==> config.mk <==
export PLATFORM = sky130hd
export DESIGN_NAME = control_sequencer
export DESIGN_NICKNAME = d
export VERILOG_FILES = /design/src/rtl/cpu_ctrl_pkg.sv /design/src/rtl/reg_select_dec.sv /design/src/rtl/control_sequencer.sv
export SDC_FILE = /design/constraint.sdc
export NUM_CORES = 1
export LEC_CHECK = 0
export CAP_MARGIN = 5
export CORE_MARGIN = 8
export CORE_UTILIZATION = 65
export CTS_CLUSTER_DIAMETER = 100
export DETAILED_ROUTE_END_ITERATION = 10
export DONT_BUFFER_PORTS = 1
export GPL_ROUTABILITY_DRIVEN = 0
export PLACE_DENSITY = 0.81
export RECOVER_POWER = 50
export SLEW_MARGIN = 20
export SYNTH_ARGS = -nofsm -noshare
export SYNTH_HDL_FRONTEND = slang
export SYNTH_SLANG_ARGS = --single-unit
==> constraint.sdc <==
create_clock -name Clock -period 4.6 [get_ports Clock]
set_input_delay 0.92 -clock Clock [delete_from_list [all_inputs] [get_ports Clock]]
set_output_delay 0.92 -clock Clock [all_outputs]
set_load 0.02 [all_outputs]
==> src/rtl/cpu_ctrl_pkg.sv <==
// Shared definitions for the hardwired control sequencer: opcodes, IR field positions,
// state encoding and the opcode-to-class / opcode-to-ALU-line decode helpers.
package cpu_ctrl_pkg;

   localparam int OPC_MSB = 31;
   localparam int OPC_LSB = 27;
   localparam int RA_MSB  = 26;
   localparam int RA_LSB  = 23;
   localparam int RB_MSB  = 22;
   localparam int RB_LSB  = 19;
   localparam int RC_MSB  = 18;
   localparam int RC_LSB  = 15;

   localparam logic [4:0] OP_ADD  = 5'b00011;
   localparam logic [4:0] OP_SUB  = 5'b00100;
   localparam logic [4:0] OP_AND  = 5'b00101;
   localparam logic [4:0] OP_OR   = 5'b00110;
   localparam logic [4:0] OP_ROR  = 5'b00111;
   localparam logic [4:0] OP_ROL  = 5'b01000;
   localparam logic [4:0] OP_SHR  = 5'b01001;
   localparam logic [4:0] OP_SHRA = 5'b01010;
   localparam logic [4:0] OP_SHL  = 5'b01011;
   localparam logic [4:0] OP_DIV  = 5'b01111;
   localparam logic [4:0] OP_MUL  = 5'b10000;
   localparam logic [4:0] OP_NEG  = 5'b10001;
   localparam logic [4:0] OP_NOT  = 5'b10010;
   localparam logic [4:0] OP_NOP  = 5'b11010;
   localparam logic [4:0] OP_HALT = 5'b11011;

   localparam int ALU_W = 13;

   typedef enum logic [2:0] {
      ST_T0, ST_T1, ST_T2, ST_T3, ST_T4, ST_T5, ST_T6, ST_HALT
   } state_e;

   typedef enum logic [2:0] {
      CLS_ALU3, CLS_MULDIV, CLS_UNARY, CLS_NOP, CLS_HALT, CLS_ILLEGAL
   } op_class_e;

   function automatic op_class_e classifyOp(input logic [4:0] opc);
      case (opc)
         OP_ADD, OP_SUB, OP_AND, OP_OR, OP_ROR,
         OP_ROL, OP_SHR, OP_SHRA, OP_SHL:  return CLS_ALU3;
         OP_MUL, OP_DIV:                   return CLS_MULDIV;
         OP_NEG, OP_NOT:                   return CLS_UNARY;
         OP_NOP:                           return CLS_NOP;
         OP_HALT:                          return CLS_HALT;
         default:                          return CLS_ILLEGAL;
      endcase
   endfunction

   // Bit order: ADD SUB AND OR SHR SHRA SHL ROR ROL MUL DIV NEG NOT (ADD is the MSB)
   function automatic logic [ALU_W-1:0] aluLine(input logic [4:0] opc);
      case (opc)
         OP_ADD:  return 13'b1_0000_0000_0000;
         OP_SUB:  return 13'b0_1000_0000_0000;
         OP_AND:  return 13'b0_0100_0000_0000;
         OP_OR:   return 13'b0_0010_0000_0000;
         OP_SHR:  return 13'b0_0001_0000_0000;
         OP_SHRA: return 13'b0_0000_1000_0000;
         OP_SHL:  return 13'b0_0000_0100_0000;
         OP_ROR:  return 13'b0_0000_0010_0000;
         OP_ROL:  return 13'b0_0000_0001_0000;
         OP_MUL:  return 13'b0_0000_0000_1000;
         OP_DIV:  return 13'b0_0000_0000_0100;
         OP_NEG:  return 13'b0_0000_0000_0010;
         OP_NOT:  return 13'b0_0000_0000_0001;
         default: return '0;
      endcase
   endfunction

endpackage

==> src/rtl/reg_select_dec.sv <==
// Converts a 4-bit register field plus enable into a one-hot register select vector.
module reg_select_dec #(
   parameter int NUM_REGS = 16
) (
   input  logic [3:0]          field_i,
   input  logic                en_i,
   output logic [NUM_REGS-1:0] sel_o
);

   always_comb begin
      sel_o = '0;
      if (en_i) sel_o[field_i] = 1'b1;
   end

endmodule

==> src/rtl/control_sequencer.sv <==
// Hardwired Moore control unit: sequences fetch and register-format execute strobes
// for DataPath, with memory-ready wait, halt/stop and illegal-opcode handling.
module control_sequencer
   import cpu_ctrl_pkg::*;
#(
   parameter int NUM_REGS = 16
) (
   input  logic                Clock,
   input  logic                Clear,
   input  logic [31:0]         IR,
   input  logic                MemRdy,
   input  logic                Stop,
   output logic                PCout,
   output logic                PCin,
   output logic                IncPC,
   output logic                MARin,
   output logic                MDRin,
   output logic                MDRout,
   output logic                IRin,
   output logic                Yin,
   output logic                Zin,
   output logic                Zhighout,
   output logic                Zlowout,
   output logic                HIin,
   output logic                LOin,
   output logic                Read,
   output logic [NUM_REGS-1:0] Rin,
   output logic [NUM_REGS-1:0] Rout,
   output logic                ADD,
   output logic                SUB,
   output logic                AND,
   output logic                OR,
   output logic                SHR,
   output logic                SHRA,
   output logic                SHL,
   output logic                ROR,
   output logic                ROL,
   output logic                MUL,
   output logic                DIV,
   output logic                NEG,
   output logic                NOT,
   output logic                Run,
   output logic                Illegal
);

   state_e           state_q, state_d, afterExec;
   op_class_e        opClass;
   logic [4:0]       opcode;
   logic [3:0]       raField, rbField, rcField;
   logic [3:0]       rinField, routField;
   logic             rinEn, routEn, aluEn;
   logic [ALU_W-1:0] aluSel;
   logic             unusedIrBits;

   assign opcode       = IR[OPC_MSB:OPC_LSB];
   assign raField      = IR[RA_MSB:RA_LSB];
   assign rbField      = IR[RB_MSB:RB_LSB];
   assign rcField      = IR[RC_MSB:RC_LSB];
   assign unusedIrBits = ^IR[RC_LSB-1:0];
   assign opClass      = classifyOp(opcode);
   assign afterExec    = Stop ? ST_HALT : ST_T0;

   // Stop only matters on the transition out of an instruction's final execute state.
   always_comb begin
      state_d = state_q;
      case (state_q)
         ST_T0: state_d = ST_T1;
         ST_T1: if (MemRdy) state_d = ST_T2;
         ST_T2: state_d = ST_T3;
         ST_T3: begin
            case (opClass)
               CLS_ALU3, CLS_MULDIV, CLS_UNARY: state_d = ST_T4;
               CLS_HALT:                        state_d = ST_HALT;
               default:                         state_d = afterExec;
            endcase
         end
         ST_T4: begin
            case (opClass)
               CLS_ALU3, CLS_MULDIV: state_d = ST_T5;
               CLS_UNARY:            state_d = afterExec;
               default:              state_d = ST_T0;
            endcase
         end
         ST_T5: begin
            case (opClass)
               CLS_MULDIV: state_d = ST_T6;
               CLS_ALU3:   state_d = afterExec;
               default:    state_d = ST_T0;
            endcase
         end
         ST_T6:   state_d = afterExec;
         ST_HALT: state_d = ST_HALT;
         default: state_d = ST_T0;
      endcase
   end

   always_ff @(posedge Clock) begin
      if (Clear) state_q <= ST_T0;
      else       state_q <= state_d;
   end

   // Strobes come straight from state and the live IR; Clear blanks them all immediately.
   always_comb begin
      {PCout, PCin, IncPC, MARin, MDRin, MDRout, IRin} = '0;
      {Yin, Zin, Zhighout, Zlowout, HIin, LOin, Read}  = '0;
      rinField  = raField;
      routField = rbField;
      rinEn     = 1'b0;
      routEn    = 1'b0;
      aluEn     = 1'b0;
      Illegal   = 1'b0;
      if (!Clear) begin
         case (state_q)
            ST_T0: {PCout, MARin, IncPC, Zin} = 4'b1111;
            ST_T1: {Zlowout, PCin, Read, MDRin} = 4'b1111;
            ST_T2: {MDRout, IRin} = 2'b11;
            ST_T3: begin
               case (opClass)
                  CLS_ALU3: begin
                     routEn = 1'b1;
                     Yin    = 1'b1;
                  end
                  CLS_MULDIV: begin
                     routField = raField;
                     routEn    = 1'b1;
                     Yin       = 1'b1;
                  end
                  CLS_UNARY: begin
                     routEn = 1'b1;
                     aluEn  = 1'b1;
                     Zin    = 1'b1;
                  end
                  CLS_ILLEGAL: Illegal = 1'b1;
                  default: ;
               endcase
            end
            ST_T4: begin
               case (opClass)
                  CLS_ALU3: begin
                     routField = rcField;
                     routEn    = 1'b1;
                     aluEn     = 1'b1;
                     Zin       = 1'b1;
                  end
                  CLS_MULDIV: begin
                     routEn = 1'b1;
                     aluEn  = 1'b1;
                     Zin    = 1'b1;
                  end
                  CLS_UNARY: begin
                     Zlowout = 1'b1;
                     rinEn   = 1'b1;
                  end
                  default: ;
               endcase
            end
            ST_T5: begin
               case (opClass)
                  CLS_ALU3: begin
                     Zlowout = 1'b1;
                     rinEn   = 1'b1;
                  end
                  CLS_MULDIV: {Zlowout, LOin} = 2'b11;
                  default: ;
               endcase
            end
            ST_T6: if (opClass == CLS_MULDIV) {Zhighout, HIin} = 2'b11;
            default: ;
         endcase
      end
   end

   assign aluSel = aluEn ? aluLine(opcode) : '0;
   assign {ADD, SUB, AND, OR, SHR, SHRA, SHL, ROR, ROL, MUL, DIV, NEG, NOT} = aluSel;
   assign Run = (state_q != ST_HALT);

   reg_select_dec #(.NUM_REGS(NUM_REGS)) uRinDec (
      .field_i (rinField),
      .en_i    (rinEn),
      .sel_o   (Rin)
   );

   reg_select_dec #(.NUM_REGS(NUM_REGS)) uRoutDec (
      .field_i (routField),
      .en_i    (routEn),
      .sel_o   (Rout)
   );

endmodule

==> impl_metrics.yaml <==
synth:
  synthArstFlopShare: 0
  ys_warn_count: 0
  synth.avg_cell_area_um2: 6.59
  syn_area_mm2: 0.00135
  syn_nets: 245
  synth_area_leaders: "nor4_1 11%, nor2_1 5.3%, dfxtp_1 4.4%"
  ys_types: 52
  yosys.area.top_type_share: 0.111
  synth-seq-cells: 3
  ys.flop_type: "dfxtp_1"
  synth_edf_count: 0
  ys_seq_area_frac: 0.0445
  synth_top_area_cell: "nor4_1"
  synthCells: 205
sta:
  clock_skew_ns: 0.00154
  drv_slew: 1
  relSlewSlack: -0.256
  period_minus_slack_ns: 4.30
  rsz0062_at_grt: "false"
  fmax_ghz: 0.233
  period_share: 0.934
  finalSetupViolCount: 0
  fin_setup_tns_ns: 0
  tightest_slew_ns: 1.88
  fin_hold_ws_ns: 0.751
  hold_viol_final: 0
cts:
  holdBufCountCts: 0
  cts-root-buf: "clkbuf_4"
  cts_made_buffers: 3
  cts_setup_buffers: 0
  cts_tree: "built"
  clkSlewWorstSetupHoldPaths_ns: 0.04
  clk_latency_ns: 0.24
  numClockSinks: 3
  post_cts_resized: 0
  cts_buffer_depth: 2
  cts_htree_levels: 1
hold_path:
  hp-class: "in -> reg"
power:
  power_density_mw_per_mm2: 114
  p_sw_w: 0.0000806
  intPower_w: 0.0000896
  sw_frac_of_total: 0.473
  p_leak_nw: 0.540
  irDropWorstVdd_uv: 130
  comb_power_share: 0.487
  seq_power_share: 0.223
  pwr-share-clk: 0.290
critical_path:
  crit_path_top_delay_cell: "o21ai_0"
  cp_num_buf_inv: 2
  crit_chain: "inv_1, ha_1, o41a_1, mux2_1, o21ai_0, nor4_1, clkbuf_1"
  path_max_fanout: 8
  worst_ep_required_time_ns: 3.68
  crit_family: "compound AO/OA/AOI/OAI gates"
  crit_path_start_kind: "input pin"
  worstPathArrival_ns: 3.38
  endpoint_kind: "output pin"
  slowest_delay_ns: 0.70
  crit_type: "in -> out"
final_layout:
  reg_top3: "state_q: 3 flops"
  largest_reg_flops: 3
  final_area_mm2: 0.00149
  finalNetCount: 260
  drive_gt1_frac: 0.123
  regMostFlops: "state_q"
  mostFrequentLayoutCells: "24 x nor4_1, 22 x buf_4, 19 x nor2_1, 15 x clkbuf_1, 12 x inv_1"
  synthToLayoutAreaGrowth_pct: 10.4
  mostFrequentLayoutCell: "nor4_1"
  num_antenna_cells: 0
run:
  drv_cap: 1
detailed_routing:
  drtAntennaViolNets: 0
  via_per_inst: 6.98
  route.detailed.drc: 0
  wl_per_cell_um: 18.5
  drt_wl_total_um: 4550
  vias: 1718
  first_iter_violations: 79
  dr.pass1.iters: 4
grt:
  grt_pass1_wl_um: 7090
  grt_max_degree: 23
  grt_antenna_before_repair: 0
  grt_pass1_vias: 1596
  grt_use_total: 0.233
  grt-ovfl-total: 0
outcome:
  violations: "max-capacitance violations, max-slew violations"
  status: "finished with violations"
floorplanning:
  initial_utilization: 0.688
  die_h_um: 61.6
  rows: 16
  core-area_mm2: 0.00196
  ios: 97
  dieWidth_um: 61.6
  die_area_mm2: 0.00379
placement:
  hpwl_um: 3480
  place_area_mm2: 0.00153
  placement.io_buffers: 0
kinds of logic after synthesis:
logic type / synth area share
multiplexers: 0.0454
flip-flops: 0.0445
AO/OA/AOI/OAI: 0.307
AND/OR/NAND/NOR: 0.431
adder cells (fa/ha/maj): 0.0371
buffers and inverters: 0.135
worst paths after layout:
kind / start / endpoint / slack, ns / cells after the start
worst max-delay path: IR[27] / Rout[9] / 0.30 / 7
worst min register to register: state_q[0] / state_q[2] / 0.83 / 2
worst min-delay path: Clear / state_q[0] / 0.75 / 1
worst max register to register: state_q[0] / state_q[2] / 2.83 / 4
worst reg2reg max path, cell delays in order (launching register included):
cell and delay, ns:
dfxtp_1 0.72, nand3_1 0.40, nand2_1 0.15, a311oi_1 0.08
a311oi_1 0.33
cells in the mapped netlist (2+ instances only):
master      n
o211ai_1    2
dfxtp_1     3
o21ai_1     2
o211a_1     2
a31oi_1     3
a21oi_1     4
a22oi_1     2
o21a_1      2
buf_1       2
nand3b_1    2
ha_1        4
a221oi_1    2
nand2_1     8
nand3_1     6
a211oi_1    3
buf_2       5
a21o_1      6
buf_4       7
nor4_1     24
o21bai_1    2
clkbuf_1   11
or3_1       3
a2111oi_0   2
o21ai_0     6
a311oi_1    3
nor3b_1     4
nor2_1     19
nand2b_1    8
or4b_1      2
inv_1      12
nor4b_1     6
nor3_1      8
mux2i_1     5
o2111ai_1   4
nor2b_1     4
power groups by stage:
stage          sequential [W]  combinational, W  clock (W)
6_report            0.0000380         0.0000828  0.0000494
5_1_grt             0.0000388         0.0000903  0.0000523
4_1_cts             0.0000378         0.0000837  0.0000485
3_5_place_dp        0.0000383         0.0000833          0
3_3_place_gp        0.0000373         0.0000792          0
2_1_floorplan       0.0000290         0.0000914          0
area by class of cell:
| cell class | count | area, um^2 |
|---|---|---|
| clock buffers | 4 | 26.3 |
| fillers | 165 | 472 |
| inverters | 12 | 45.0 |
| multi-input cells | 164 | 1110 |
| flip-flops and latches | 3 | 60.1 |
| well taps | 27 | 33.8 |
| repair buffers | 36 | 218 |
stage by stage:
step | std cells | worst slack (ns) | util | power, W
floorplan | 205 | 0.374 | - | 0.000120
global placement | 242 | 0.568 | 0.781 | 0.000117
detailed placement | 242 | 0.505 | 0.781 | 0.000122
CTS | 246 | 0.492 | 0.794 | 0.000170
global route | 246 | 0.185 | 0.760 | 0.000181
finish | 246 | 0.304 | 0.760 | 0.000170
metal layers:
metal,routed length [um],part of all wire,GRT usage
met4,16,0.0035,0.0649
met3,529,0.12,0.0919
met5,0,0,0
met2,2230,0.49,0.406
met1,1780,0.39,0.253
No activity file was read; power rests on OpenSTA's default activity.
